===== config.mk =====
export PLATFORM = sky130hd
export DESIGN_NAME = pipe_ctrl_multi
export DESIGN_NICKNAME = d
export VERILOG_FILES = /design/src/rtl/pipe_ctrl_pkg.sv /design/src/rtl/pipe_stall_wdt.sv /design/src/rtl/pipe_ctrl_multi.sv
export SDC_FILE = /design/constraint.sdc
export NUM_CORES = 1
export LEC_CHECK = 0
export BUFFER_PORTS_ARGS = -buffer_cell sky130_fd_sc_hd__buf_2
export CELL_PAD_IN_SITES_DETAIL_PLACEMENT = 0
export CELL_PAD_IN_SITES_GLOBAL_PLACEMENT = 1
export CORE_MARGIN = 1.5
export CORE_UTILIZATION = 35
export DETAILED_ROUTE_END_ITERATION = 10
export PLACE_DENSITY_LB_ADDON = 0.1
export REMOVE_ABC_BUFFERS = 1
export SETUP_SLACK_MARGIN = 0.4
export SYNTH_ARGS = -nofsm -noshare
export SYNTH_HDL_FRONTEND = slang
export SYNTH_SLANG_ARGS = --single-unit

===== constraint.sdc =====
create_clock -name clk_in -period 2.6 [get_ports clk_in]
set_clock_uncertainty 0.2 [all_clocks]
set_input_delay 0 -clock clk_in [delete_from_list [all_inputs] [get_ports clk_in]]
set_output_delay 0 -clock clk_in [all_outputs]
set_load 0.005 [all_outputs]

===== src/rtl/pipe_ctrl_pkg.sv =====
// Shared types and constants for the pipeline controller.
package pipe_ctrl_pkg;

  localparam int unsigned NUM_STAGES_DEF = 6;
  localparam int unsigned ADDR_WIDTH_DEF = 32;

  // Stage indices along the in-order pipeline
  localparam int unsigned STG_PC      = 0;
  localparam int unsigned STG_IF_ID   = 1;
  localparam int unsigned STG_ID_EXE  = 2;
  localparam int unsigned STG_EXE_MEM = 3;
  localparam int unsigned STG_MEM_WB  = 4;
  localparam int unsigned STG_WB      = 5;

  typedef enum logic [1:0] {
    ST_RUN    = 2'd0,
    ST_DRAIN  = 2'd1,
    ST_HALTED = 2'd2
  } state_e;

endpackage


===== src/rtl/pipe_stall_wdt.sv =====
// Stall watchdog: counts consecutive stalled RUN cycles and latches a sticky timeout.
module pipe_stall_wdt #(
  parameter int unsigned WDT_CYCLES = 1024
) (
  input  logic clk_i,
  input  logic rst_ni,
  input  logic count_en_i,
  output logic timeout_o
);

  localparam int unsigned     CW    = $clog2(WDT_CYCLES);
  localparam logic [CW-1:0]   LIMIT = CW'(WDT_CYCLES - 1);

  logic [CW-1:0] cnt_q, cnt_d;
  logic          flag_q, flag_d;

  // Saturating count of consecutive stalls; flag rises when the count reaches LIMIT
  always_comb begin
    cnt_d  = cnt_q;
    flag_d = flag_q;
    if (!count_en_i) begin
      cnt_d = '0;
    end else if (cnt_q != LIMIT) begin
      cnt_d = cnt_q + 1'b1;
    end
    if (count_en_i && (cnt_d == LIMIT)) begin
      flag_d = 1'b1;
    end
  end

  // Counter and sticky flag registers
  always_ff @(posedge clk_i or negedge rst_ni) begin
    if (!rst_ni) begin
      cnt_q  <= '0;
      flag_q <= 1'b0;
    end else begin
      cnt_q  <= cnt_d;
      flag_q <= flag_d;
    end
  end

  assign timeout_o = flag_q;

endmodule


===== src/rtl/pipe_ctrl_multi.sv =====
// Pipeline controller: thermometer stalls, redirect flush/PC reload, halt/drain/resume,
// stall watchdog. Optional perf counters when PIPE_CTRL_PERF_EN is defined.
module pipe_ctrl_multi
  import pipe_ctrl_pkg::*;
#(
  parameter int unsigned NUM_STAGES     = NUM_STAGES_DEF,
  parameter int unsigned ADDR_WIDTH     = ADDR_WIDTH_DEF,
  parameter int unsigned REDIRECT_STAGE = STG_EXE_MEM,
  parameter int unsigned WDT_CYCLES     = 1024
) (
  input  logic                  clk_in,
  input  logic                  reset_in,
  input  logic [NUM_STAGES-1:0] stallreq_in,
  input  logic                  trap_enable_in,
  input  logic [ADDR_WIDTH-1:0] trap_address_in,
  input  logic                  jump_enable_in,
  input  logic [ADDR_WIDTH-1:0] jump_address_in,
  input  logic                  halt_req_in,
  input  logic                  resume_in,
  output logic [NUM_STAGES-1:0] stall_out,
  output logic [NUM_STAGES-1:0] flush_out,
  output logic                  new_pc_valid_out,
  output logic [ADDR_WIDTH-1:0] new_pc_out,
  output logic                  halted_out,
  output logic                  wdt_timeout_out
`ifdef PIPE_CTRL_PERF_EN
  ,
  output logic [31:0]           perf_stall_cycles_out,
  output logic [31:0]           perf_flush_count_out
`endif
);

  localparam int unsigned   DCW        = (NUM_STAGES > 2) ? $clog2(NUM_STAGES) : 1;
  localparam logic [DCW-1:0] DRAIN_LAST = DCW'(NUM_STAGES - 2);

  state_e                state_q, state_d;
  logic [DCW-1:0]        drain_cnt_q, drain_cnt_d;
  logic [ADDR_WIDTH-1:0] resume_pc_q, resume_pc_d;
  logic                  resume_pend_q, resume_pend_d;

  logic [NUM_STAGES-1:0] eff_req, stall_vec, flush_vec;
  logic                  accept;
  logic [ADDR_WIDTH-1:0] target;

  // Redirect arbitration; acceptance depends only on requests at or above the redirect
  // stage, so masking the lower requests below cannot feed back into it
  always_comb begin
    accept = (trap_enable_in || jump_enable_in) &&
             ((stallreq_in >> REDIRECT_STAGE) == '0);
    target = trap_enable_in ? trap_address_in : jump_address_in;
  end

  // Stall thermometer and redirect flush mask
  always_comb begin
    eff_req   = stallreq_in;
    flush_vec = '0;
    if (accept) begin
      for (int unsigned k = 0; k < REDIRECT_STAGE; k++) eff_req[k] = 1'b0;
      for (int unsigned k = 1; k < REDIRECT_STAGE; k++) flush_vec[k] = 1'b1;
    end
    for (int unsigned j = 0; j < NUM_STAGES; j++) stall_vec[j] = |(eff_req >> j);
    if (state_q != ST_RUN) stall_vec[0] = 1'b1;
  end

  // Halt/drain/resume sequencing and PC reload selection
  always_comb begin
    state_d          = state_q;
    drain_cnt_d      = drain_cnt_q;
    resume_pc_d      = resume_pc_q;
    resume_pend_d    = resume_pend_q;
    new_pc_valid_out = 1'b0;
    new_pc_out       = '0;
    unique case (state_q)
      ST_RUN: begin
        if (accept) begin
          new_pc_valid_out = 1'b1;
          new_pc_out       = target;
        end
        if (halt_req_in) begin
          state_d     = ST_DRAIN;
          drain_cnt_d = '0;
        end
      end
      ST_DRAIN: begin
        if (accept) begin
          resume_pc_d   = target;
          resume_pend_d = 1'b1;
        end
        if (eff_req == '0) begin
          if (drain_cnt_q == DRAIN_LAST) state_d = ST_HALTED;
          else drain_cnt_d = drain_cnt_q + 1'b1;
        end
      end
      ST_HALTED: begin
        if (resume_in) begin
          state_d = ST_RUN;
          if (resume_pend_q) begin
            new_pc_valid_out = 1'b1;
            new_pc_out       = resume_pc_q;
          end
          resume_pend_d = 1'b0;
        end
      end
      default: state_d = ST_RUN;
    endcase
  end

  // FSM and deferred-redirect registers
  always_ff @(posedge clk_in or negedge reset_in) begin
    if (!reset_in) begin
      state_q       <= ST_RUN;
      drain_cnt_q   <= '0;
      resume_pc_q   <= '0;
      resume_pend_q <= 1'b0;
    end else begin
      state_q       <= state_d;
      drain_cnt_q   <= drain_cnt_d;
      resume_pc_q   <= resume_pc_d;
      resume_pend_q <= resume_pend_d;
    end
  end

  assign stall_out  = stall_vec;
  assign flush_out  = flush_vec;
  assign halted_out = (state_q == ST_HALTED);

  pipe_stall_wdt #(
    .WDT_CYCLES (WDT_CYCLES)
  ) u_wdt (
    .clk_i      (clk_in),
    .rst_ni     (reset_in),
    .count_en_i ((state_q == ST_RUN) && stall_vec[0]),
    .timeout_o  (wdt_timeout_out)
  );

`ifdef PIPE_CTRL_PERF_EN
  logic [31:0] perf_stall_q, perf_stall_d;
  logic [31:0] perf_flush_q, perf_flush_d;

  // Saturating stall-cycle and accepted-redirect counters
  always_comb begin
    perf_stall_d = perf_stall_q;
    perf_flush_d = perf_flush_q;
    if ((|stall_vec) && (perf_stall_q != '1)) perf_stall_d = perf_stall_q + 32'd1;
    if (accept && (perf_flush_q != '1))       perf_flush_d = perf_flush_q + 32'd1;
  end

  // Perf counter registers
  always_ff @(posedge clk_in or negedge reset_in) begin
    if (!reset_in) begin
      perf_stall_q <= '0;
      perf_flush_q <= '0;
    end else begin
      perf_stall_q <= perf_stall_d;
      perf_flush_q <= perf_flush_d;
    end
  end

  assign perf_stall_cycles_out = perf_stall_q;
  assign perf_flush_count_out  = perf_flush_q;
`endif

endmodule


==> results.sh <==
export IMPL_outcome="complete, no violations"
export IMPL_drive_above_1_share_pct=29.2
export IMPL_timing_critical_path_fanout_max=8
export IMPL_hold_class="in2reg"
export IMPL_cp_top_family="compound AO/OA/AOI/OAI gates"
export IMPL_report_final_slew_viol_count=0
export IMPL_antenna_found_initial=0
export IMPL_cts_sinks=49
export IMPL_hold_violations=0
export IMPL_syn_inst=338
export IMPL_yosysSeqAreaShare_pct=41.6
export IMPL_tightest_slew_ns=0.684
export IMPL_die_height_um=94.8
export IMPL_htreeDepth=2
export IMPL_core_area_um2=8180
export IMPL_min_period_ns=2.06
export IMPL_dpl_hpwl_um=5120
export IMPL_crit_arrival_ns=2.06
export IMPL_cts_root_buffer="clkbuf_8"
export IMPL_slew_headroom_pct=54.3
export IMPL_cts_tree="built"
export IMPL_synth_seq_cells=49
export IMPL_vias=2968
export IMPL_max_freq_mhz=485
export IMPL_wirelength_um=8140
export IMPL_syn_to_final_growth_pct=49.2
export IMPL_p_leak_nw=2.08
export IMPL_setup_viol=0
export IMPL_r2r_cells=6
export IMPL_end_kind="register"
export IMPL_die_area_um2=8980
export IMPL_io_pins=123
export IMPL_gp_routability_congestion=0.809
export IMPL_ir_drop_v=0.000421
export IMPL_dpl_cell_count=543
export IMPL_drt_wirelength_per_cell_um=13.1
export IMPL_layout_common_cells="buf_2, dlygate4sd3_1, dfrtp_1, nor2_1, nand2_1"
export IMPL_fp_row_count=33
export IMPL_clk_latency_ns=0.30
export IMPL_diodes=0
export IMPL_rsz0062_at_grt="false"
export IMPL_start_util_pct=36.0
export IMPL_powerDensity_nw_per_um2=503
export IMPL_syn_area_um2=2950
export IMPL_worst_ep_required_time_ns=2.59
export IMPL_worst_path_stages=6
export IMPL_io_buffers=118
export IMPL_seq_area_um2=1230
export IMPL_finalInstanceArea_um2=4400
export IMPL_hold_depth=5
export IMPL_synth_main_ff_cell="dfrtp_1"
export IMPL_clk_path_buf_depth=2
export IMPL_synth_edff_count=0
export IMPL_die_w_um=94.8
export IMPL_crit_buf_inv=0
export IMPL_yosysWarningCount=0
export IMPL_fin_cells=622
export IMPL_grt_ovfl_total=0
export IMPL_grt_pass1_wl_um=12800
export IMPL_multi_input_area_um2=1550
export IMPL_final_common_cell="buf_2"
export IMPL_fillers=799
export IMPL_drc_errors=0
export IMPL_grt_pass1_vias=2727
export IMPL_crit_type="reg2reg"
export IMPL_crit_path_start_kind="register"
export IMPL_slowest_delay_ns=0.43
export IMPL_cp_slowest_cell="dfrtp_1"
export IMPL_async_flop_share_pct=100
export IMPL_path_clk_slew_ns=0.09
export IMPL_dpl_instance_area_um2=3550
export IMPL_max_cap_viol_count=0
export IMPL_synthDistinctLibCells=50
export IMPL_gr_usage_all_layers_pct=18.1
export IMPL_final_nets=596
export IMPL_viasPerCell=4.77
export IMPL_firstDrtPassIters=4
export IMPL_cts_inserted_buffers=5
export IMPL_final_antenna_net_count=0
export IMPL_grt_max_degree=66
export IMPL_crit_chain="ha_1 -> nand3_2 -> o311a_1 -> a211oi_2 -> nor4_1 -> a41o_1"
export IMPL_fin_crit_sh_pct=79.3
export IMPL_synth_area_per_cell_um2=8.72
export IMPL_drt_iter0_markers=115
## metal layers
metal / vias up / part of all wire [%] / global-route usage, %
met4: 0 / 0.65 / 3.36
met3: 5 / 4.7 / 2.90
li1: 1513 / - / -
met1: 1383 / 45 / 23.0
met5: - / 0 / 0
met2: 67 / 50 / 32.3
## power by group
group | internal, mW | switching (mW)
Sequential | 0.972 | 0.124
Combinational | 0.310 | 0.274
Clock | 0.280 | 0.252
## state kept, by name, summed over array words and instances, names as in the netlist
| register | flops |
|---|---|
| u_wdt.timeout_o | 1 |
| u_wdt.cnt_q | 10 |
| drain_cnt_q | 3 |
| resume_pend_q | 1 |
| state_q | 2 |
| resume_pc_q | 32 |
## cells by family (layout without fill, tap and decap cells)
family / after synthesis / after routing / share of synthesized area (%)
other: 1 / 4 / 0.127
XOR/XNOR: 1 / 1 / 0.297
AND/OR/NAND/NOR: 130 / 130 / 21.5
buffers and inverters: 34 / 210 / 6.92
AO/OA/AOI/OAI: 86 / 86 / 16.7
flip-flops: 49 / 49 / 41.6
multiplexers: 34 / 34 / 11.6
adder cells (fa/ha/maj): 3 / 3 / 1.27
## worst reg2reg max path, stage by stage (launching register included)
cell      delay [ns]
dfrtp_1         0.43
ha_1            0.28
nand3_2         0.22
o311a_1         0.36
a211oi_2        0.15
nor4_1          0.08
a41o_1          0.24
## worst paths after layout
check | start | end | slack [ns]
setup / recovery | u_wdt.cnt_q[0]$_DFF_PN0_ | u_wdt.timeout_o$_DFFE_PN0P_ | 0.54
hold / removal | stallreq_in[0] | drain_cnt_q[2]$_DFFE_PN0P_ | 0.03
setup reg to reg | u_wdt.cnt_q[0]$_DFF_PN0_ | u_wdt.timeout_o$_DFFE_PN0P_ | 0.54
hold reg to reg | resume_pend_q$_DFFE_PN0P_ | resume_pend_q$_DFFE_PN0P_ | 0.28
max in group asynchronous | reset_in | resume_pc_q[4]$_DFFE_PN0P_ | 1.12
min in group asynchronous | reset_in | resume_pc_q[29]$_DFFE_PN0P_ | 0.11
## metrics by stage
| step | setup WS [ns] | power [mW] | hold slack (ns) | utilization (%) | setup TNS [ns] |
|---|---|---|---|---|---|
| finish | 0.537 | 2.21 | 0.0264 | 53.8 | 0 |
| CTS | 0.492 | 2.23 | 0.0141 | 53.1 | 0 |
| global route | 0.398 | 2.38 | 0.0389 | 53.8 | 0 |
| detailed placement | 0.499 | 1.60 | -0.264 | 43.4 | 0 |
| floorplan | -0.392 | 1.41 | -0.496 | - | -12.74 |
| global placement | 0.549 | 1.58 | -0.259 | 43.4 | 0 |
## what timing repair did
| item | CTS | global route |
|---|---|---|
| endpoints found under the hold margin | 88 | 0 |
| hold buffers | 69 | 0 |
| gates resized for setup | 0 | 11 |
| buffers inserted | 0 | 3 |
| setup endpoints to repair | 0 | 28 |
## synth_stat cells (5+ instances only)
cell	number	share of area [%]
o21ai_0	30	5.1
buf_4	9	2.3
nand2_1	45	5.7
inv_1	7	0.89
mux2i_1	34	12
nand3_1	5	0.85
nor3_1	7	1.2
o21ai_1	5	0.85
dfrtp_1	49	42
buf_2	9	1.5
clkbuf_1	5	0.64
nor2_1	46	5.9
a21oi_1	36	6.1
## cell type report
| cell class | count | share of cell area [%] |
|---|---|---|
| flip-flops and latches | 49 | 27.9 |
| multi-input cells | 258 | 35.3 |
| clock inverters | 2 | 0.797 |
| inverters | 8 | 0.683 |
| well taps | 105 | 2.99 |
| repair buffers | 195 | 30.8 |
| clock buffers | 5 | 1.57 |
(Power assumes the default switching activity.)
